## src/rtl/warp_xdiv_iter_pkg.sv

```systemverilog
// Shared types for the iterative integer divider.
// FSM encoding and the legal-configuration check live here.
package warp_xdiv_iter_pkg;

  typedef enum logic [1:0] {
    ST_IDLE = 2'd0,
    ST_CALC = 2'd1,
    ST_DONE = 2'd2
  } xdiv_state_e;

  function automatic bit unroll_ok(
    input int unroll,
    input int xlen
  );
    return (unroll == 1 || unroll == 2 || unroll == 4)
        && (xlen >= 8) && (xlen % 2 == 0)
        && ((xlen / 2) % unroll == 0);
  endfunction

endpackage

```

## src/rtl/warp_xdiv_step.sv

```systemverilog
// One restoring-division iteration: shift in a dividend bit,
// trial-subtract the divisor, keep or restore, emit a quotient bit.
module warp_xdiv_step #(
  parameter int XLEN = 64
) (
  input  logic [XLEN-1:0] rem_i,
  input  logic [XLEN-1:0] dvd_i,
  input  logic [XLEN-1:0] div_i,
  output logic [XLEN-1:0] rem_o,
  output logic [XLEN-1:0] dvd_o
);

  logic [XLEN:0] sh;
  logic [XLEN:0] diff;
  logic          qbit;

  always_comb begin
    sh    = {rem_i, dvd_i[XLEN-1]};
    diff  = sh - {1'b0, div_i};
    qbit  = ~diff[XLEN];
    rem_o = qbit ? diff[XLEN-1:0] : sh[XLEN-1:0];
    dvd_o = {dvd_i[XLEN-2:0], qbit};
  end

endmodule

```

## src/rtl/warp_xdiv_iter.sv

```systemverilog
// Iterative signed/unsigned integer divider, UNROLL bits per cycle.
// The dividend register doubles as the quotient shift register.
module warp_xdiv_iter
  import warp_xdiv_iter_pkg::*;
#(
  parameter int XLEN   = 64,
  parameter int UNROLL = 1,
  parameter int TAG_W  = 5
) (
  input  logic             i_clk,
  input  logic             i_rst,
  input  logic             i_input_valid,
  output logic             o_input_ready,
  input  logic [XLEN-1:0]  i_op1,
  input  logic [XLEN-1:0]  i_op2,
  input  logic             i_unsigned,
  input  logic             i_word,
  input  logic [TAG_W-1:0] i_tag,
  input  logic             i_flush,
  output logic             o_valid,
  output logic [XLEN-1:0]  o_quotient,
  output logic [XLEN-1:0]  o_remainder,
  output logic [TAG_W-1:0] o_tag
);

  localparam int H  = XLEN / 2;
  localparam int CW = $clog2(XLEN / UNROLL + 1);
  localparam logic [CW-1:0] N_FULL = CW'(XLEN / UNROLL - 1);
  localparam logic [CW-1:0] N_WORD = CW'(H / UNROLL - 1);
  localparam logic [XLEN-1:0] MIN_F =
    {1'b1, {(XLEN-1){1'b0}}};
  localparam logic [XLEN-1:0] MIN_W =
    {{(H+1){1'b1}}, {(H-1){1'b0}}};

  if (!unroll_ok(UNROLL, XLEN)) begin : g_bad_cfg
    $error("warp_xdiv_iter: illegal XLEN/UNROLL");
  end

  function automatic logic [XLEN-1:0] sext_h(
    input logic [H-1:0] x
  );
    return {{H{x[H-1]}}, x};
  endfunction

  xdiv_state_e      state_q;
  logic [XLEN-1:0]  rem_q;
  logic [XLEN-1:0]  dvd_q;
  logic [XLEN-1:0]  div_q;
  logic [CW-1:0]    cnt_q;
  logic             negq_q;
  logic             negr_q;
  logic             word_q;
  logic [TAG_W-1:0] tag_q;
  logic             valid_q;
  logic [XLEN-1:0]  quo_q;
  logic [XLEN-1:0]  rmd_q;
  logic [TAG_W-1:0] otag_q;

  logic [XLEN-1:0] ext1, ext2;
  logic [XLEN-1:0] mag1, mag2;
  logic [XLEN-1:0] dvd_d;
  logic            neg1, neg2;
  logic            dz, ovf;
  logic [XLEN-1:0] quo_d, rmd_d;

  // Operands are normalised to XLEN-wide values at the active width
  always_comb begin
    ext1 = i_op1;
    ext2 = i_op2;
    if (i_word) begin
      ext1 = i_unsigned ? {{H{1'b0}}, i_op1[H-1:0]}
                        : sext_h(i_op1[H-1:0]);
      ext2 = i_unsigned ? {{H{1'b0}}, i_op2[H-1:0]}
                        : sext_h(i_op2[H-1:0]);
    end
    neg1  = ~i_unsigned & ext1[XLEN-1];
    neg2  = ~i_unsigned & ext2[XLEN-1];
    mag1  = neg1 ? -ext1 : ext1;
    mag2  = neg2 ? -ext2 : ext2;
    dvd_d = i_word ? {mag1[H-1:0], {H{1'b0}}} : mag1;
    dz    = i_word ? (i_op2[H-1:0] == '0)
                   : (i_op2 == '0);
    ovf   = ~i_unsigned & (ext2 == '1)
          & (ext1 == (i_word ? MIN_W : MIN_F));
  end

  always_comb begin
    quo_d = negq_q ? -dvd_q : dvd_q;
    rmd_d = negr_q ? -rem_q : rem_q;
    if (word_q) begin
      quo_d = sext_h(quo_d[H-1:0]);
      rmd_d = sext_h(rmd_d[H-1:0]);
    end
  end

  logic [XLEN-1:0] rem_c [0:UNROLL];
  logic [XLEN-1:0] dvd_c [0:UNROLL];

  assign rem_c[0] = rem_q;
  assign dvd_c[0] = dvd_q;

  for (genvar g = 0; g < UNROLL; g++) begin : g_step
    warp_xdiv_step #(
      .XLEN (XLEN)
    ) u_step (
      .rem_i (rem_c[g]),
      .dvd_i (dvd_c[g]),
      .div_i (div_q),
      .rem_o (rem_c[g+1]),
      .dvd_o (dvd_c[g+1])
    );
  end

  always_ff @(posedge i_clk) begin
    if (i_rst) begin
      state_q <= ST_IDLE;
      rem_q   <= '0;
      dvd_q   <= '0;
      div_q   <= '0;
      cnt_q   <= '0;
      negq_q  <= 1'b0;
      negr_q  <= 1'b0;
      word_q  <= 1'b0;
      tag_q   <= '0;
      valid_q <= 1'b0;
      quo_q   <= '0;
      rmd_q   <= '0;
      otag_q  <= '0;
    end else if (i_flush) begin
      state_q <= ST_IDLE;
      valid_q <= 1'b0;
    end else begin
      valid_q <= 1'b0;
      unique case (state_q)
        ST_IDLE: begin
          if (i_input_valid) begin
            tag_q  <= i_tag;
            word_q <= i_word;
            div_q  <= mag2;
            cnt_q  <= i_word ? N_WORD : N_FULL;
            if (dz) begin
              dvd_q   <= '1;
              rem_q   <= i_word ? sext_h(i_op1[H-1:0])
                                : i_op1;
              negq_q  <= 1'b0;
              negr_q  <= 1'b0;
              state_q <= ST_DONE;
            end else if (ovf) begin
              dvd_q   <= ext1;
              rem_q   <= '0;
              negq_q  <= 1'b0;
              negr_q  <= 1'b0;
              state_q <= ST_DONE;
            end else begin
              dvd_q   <= dvd_d;
              rem_q   <= '0;
              negq_q  <= neg1 ^ neg2;
              negr_q  <= neg1;
              state_q <= ST_CALC;
            end
          end
        end
        ST_CALC: begin
          rem_q <= rem_c[UNROLL];
          dvd_q <= dvd_c[UNROLL];
          cnt_q <= cnt_q - 1'b1;
          if (cnt_q == '0) begin
            state_q <= ST_DONE;
          end
        end
        ST_DONE: begin
          valid_q <= 1'b1;
          quo_q   <= quo_d;
          rmd_q   <= rmd_d;
          otag_q  <= tag_q;
          state_q <= ST_IDLE;
        end
        default: state_q <= ST_IDLE;
      endcase
    end
  end

  assign o_input_ready = (state_q == ST_IDLE);
  assign o_valid       = valid_q;
  assign o_quotient    = quo_q;
  assign o_remainder   = rmd_q;
  assign o_tag         = otag_q;

endmodule

```

## config.mk

```make
export PLATFORM = sky130hd
export DESIGN_NAME = warp_xdiv_iter
export DESIGN_NICKNAME = d
export VERILOG_FILES = /design/src/rtl/warp_xdiv_iter_pkg.sv /design/src/rtl/warp_xdiv_step.sv /design/src/rtl/warp_xdiv_iter.sv
export SDC_FILE = /design/constraint.sdc
export NUM_CORES = 1
export LEC_CHECK = 0
export BUFFER_PORTS_ARGS = -buffer_cell sky130_fd_sc_hd__clkbuf_2
export CORE_MARGIN = 5
export CORE_UTILIZATION = 55
export DETAILED_ROUTE_END_ITERATION = 10
export GPL_TIMING_DRIVEN = 1
export PLACE_DENSITY = 0.83
export SYNTH_ARGS = -nofsm -noshare
export SYNTH_HDL_FRONTEND = slang
export SYNTH_HIERARCHICAL = 1
export SYNTH_SLANG_ARGS = --single-unit
```

## constraint.sdc

```tcl
create_clock -name i_clk -period 6.15 [get_ports i_clk]
set_clock_uncertainty 0.2 [all_clocks]
set_input_delay 0 -clock i_clk [delete_from_list [all_inputs] [get_ports i_clk]]
set_output_delay 0 -clock i_clk [all_outputs]
set_load 0.005 [all_outputs]
```

==> flow_metrics.env <==
export IMPL_core_sq_um=46650
export IMPL_cp_cell_sequence="ha_1 -> a21oi_1 -> o22ai_1 -> or3_1 -> o211ai_2 -> a21boi_2 -> or2_1 -> o211ai_4 -> buf_4 -> o21ai_0 -> a221oi_1 -> nor3_1 -> dlygate4sd3_1"
export IMPL_crit_path_end_kind="flip-flop"
export IMPL_cts_root_buffer="clkbuf_16"
export IMPL_ir_drop_uv=178.9
export IMPL_crit_family="compound AO/OA/AOI/OAI gates"
export IMPL_cts_setup_buffers=0
export IMPL_fmax_ghz=0.1946
export IMPL_critical_path_slowest_cell="o211ai_4"
export IMPL_syn_to_final_growth_pct=17.72
export IMPL_synth_top_area_cell="dfxtp_1"
export IMPL_drt_wirelength_per_cell_um=23.59
export IMPL_finalWirelength_um=105000
export IMPL_path_depth=13
export IMPL_dp_hpwl_um=75450
export IMPL_cts_tree="done"
export IMPL_power_density_nw_per_um2=241.4
export IMPL_worstPathRequired_ps=6410
export IMPL_cp_max_fo=48
export IMPL_initial_utilization=0.5578
export IMPL_clkTransAtPathRegs_ps=60
export IMPL_reg2reg_depth=13
export IMPL_post_synth_instance_area_sq_um=26020
export IMPL_hp_class="in2reg"
export IMPL_io_pins=274
export IMPL_finalSetupViolCount=0
export IMPL_cap_violations=0
export IMPL_grt_pass1_vias=26770
export IMPL_die_height_um=227.5
export IMPL_grt_pass1_wl_um=157800
export IMPL_track_usage=0.3857
export IMPL_p_leak_uw=0.01183
export IMPL_outcome="finished, final reports clean"
export IMPL_nets=4017
export IMPL_rsz0062_at_grt="no"
export IMPL_period_share=0.8357
export IMPL_synth_cell_types=97
export IMPL_drive_gt1_frac=0.1184
export IMPL_maxSlewViolCount=0
export IMPL_netlist_area_leader_share=0.2639
export IMPL_drtIter0Drc=4198
export IMPL_final_common_cell="nor2_1"
export IMPL_drc_errors=0
export IMPL_postLayoutCellArea_sq_um=30640
export IMPL_start_kind="flip-flop"
export IMPL_place_congestion=1.063
export IMPL_synth_area_top_cells="dfxtp_1 26%, o21ai_0 5.9%, nor2_1 5.4%"
export IMPL_cp_arrival_ps=5400
export IMPL_cts_sinks=343
export IMPL_port_buffer_count=273
export IMPL_seqCellArea_sq_um=6869
export IMPL_min_period_ps=5140
export IMPL_layout_setup_ws_ps=1010
export IMPL_ant_nets=0
export IMPL_antenna_found_initial=11
export IMPL_synth_net_count=3755
export IMPL_yosys_warnings=6
export IMPL_synth_cells=3544
export IMPL_cts_repair_resized=0
export IMPL_min_path_cells=4
export IMPL_die_x_um=227.5
export IMPL_synth_edf_count=0
export IMPL_multi_input_area_sq_um=17190
export IMPL_critPathKind="reg2reg"
export IMPL_dpl_cell_area_sq_um=26980
export IMPL_ys_async_sr_fraction=0
export IMPL_dieArea_sq_um=51770
export IMPL_ys_flop_type="dfxtp_1"
export IMPL_final_setup_tns_ps=0
export IMPL_firstDrtPassIters=6
export IMPL_r2r_setup_slack_ps=1010
export IMPL_clock_latency_ps=580
export IMPL_overflow=0
export IMPL_grt_max_degree=156
export IMPL_ctsHtreeMaxLevel=2
export IMPL_fp_row_count=79
export IMPL_vias_per_cell=6.643
export IMPL_ctsHoldBuffers=232
export IMPL_seq_area_frac_synth=0.2639
export IMPL_critPathMaxStageDelay_ps=880
export IMPL_ys_seq_elements=343
export IMPL_worst_pin_slew_ps=1148
export IMPL_clock_path_buffers=3
export IMPL_numCtsBuffers=40
export IMPL_syn_mean_instance_area_sq_um=7.343
export IMPL_maxSlewHeadroom=0.2267
export IMPL_hold_viol_final=0
export IMPL_critPathBufInv=2
export IMPL_total_power_uw=7395
export IMPL_vias=29560
export IMPL_fillers=4011
export IMPL_final_cell_mix="368 x nor2_1, 350 x nand2_1, 341 x dfxtp_1"
export IMPL_dp_slack_ps=1692
-- layout make-up --
| cell class | instances | area share |
|---|---|---|
| Multi-Input combinational cell | 2745 | 0.5612 |
| Sequential cell | 343 | 0.2242 |
| Timing Repair Buffer | 539 | 0.1295 |
| Clock buffer | 55 | 0.03949 |
| Tap cell | 607 | 0.02479 |
| Inverter | 137 | 0.01679 |
| Clock inverter | 15 | 0.003308 |
| Antenna cell | 8 | 0.0006535 |
-- state kept, by name (all words and copies together) (netlist names) --
signal,count
o_quotient,64
o_remainder,64
dvd_q,64
tag_q,5
div_q,64
rem_q,64
negq_q,1
o_tag,5
state_q,2
word_q,1
o_valid,1
cnt_q,7
negr_q,1
-- worst reg2reg max path: cells and delay by family (launching register included) --
| kind | cells | cell delay, ps |
|---|---|---|
| compound gates | 7 | 2090 |
| buf+inv | 2 | 1150 |
| flops | 1 | 500 |
| simple gates | 3 | 730 |
| fa+ha+maj | 1 | 360 |
-- final timing paths --
| kind | start | end |
|---|---|---|
| worst max-delay path | rem_q[6]$_SDFFE_PP0P_ | rem_q[8]$_SDFFE_PP0P_ |
| worst min-delay path | i_tag[1] | tag_q[1]$_SDFFE_PP0P_ |
| worst max register to register | rem_q[6]$_SDFFE_PP0P_ | rem_q[8]$_SDFFE_PP0P_ |
| worst min register to register | o_remainder[57]$_SDFFE_PP0P_ | o_remainder[57]$_SDFFE_PP0P_ |
-- logic make-up (layout without fill, tap and decap cells) --
group	count (synthesis)	count (layout)	synth area share
compound gates	1140	1140	0.2940
xor+xnor	278	278	0.09356
fa+ha+maj	72	72	0.03491
buf+inv	456	746	0.07827
flops	343	343	0.2639
mux	17	17	0.006587
other cells	0	8	0
simple gates	1238	1238	0.2289
-- synth_stat cells (all sizes together) (6+ instances only) --
library cell  count
o31ai            64
a31oi            36
nor4             50
o31a              8
a21boi           14
a21o             47
nand3b           13
mux2i            16
a41oi            14
inv             137
nand4            51
and4             11
or4              42
xor2            144
o21bai           15
o41ai            42
a221oi           68
nor3            154
a21oi           213
a2111oi           6
o211ai           33
nand3            39
and3             13
ha               71
o21a             27
xnor2           134
and2             19
o22ai            11
a22oi             9
nor3b             7
a211oi          142
a311oi           12
nor2b            13
nand2           351
or2              16
nand2b           22
or3              43
dfxtp           343
o21ai           330
buf             118
nor2            373
clkbuf          201
-- per-stage QoR --
stage          cells  hold slack (ps)  utilization
6_report        4449            24.75       0.6566
5_1_grt         4444            34.16       0.6564
4_1_cts         4441          0.09087       0.6562
3_5_place_dp    4139            39.52       0.5783
3_3_place_gp    4139            36.29       0.5783
2_1_floorplan   3544           -120.7            -
-- layer usage --
metal | part of all wire | vias up | GRT usage
met4 | 0.059 | 14 | 0.1792
met2 | 0.41 | 2091 | 0.5614
met3 | 0.14 | 410 | 0.1142
met1 | 0.39 | 13630 | 0.5263
met5 | 0.00098 | - | 0
li1 | - | 13410 | -
-- power breakdown --
group	switching [uW]	total (uW)	internal, uW
registers	146	2470	2320
logic	1590	2510	923
clock network	1030	2410	1380
total	2770	7400	4630
Note: power is estimated with default switching activity, not from simulation.
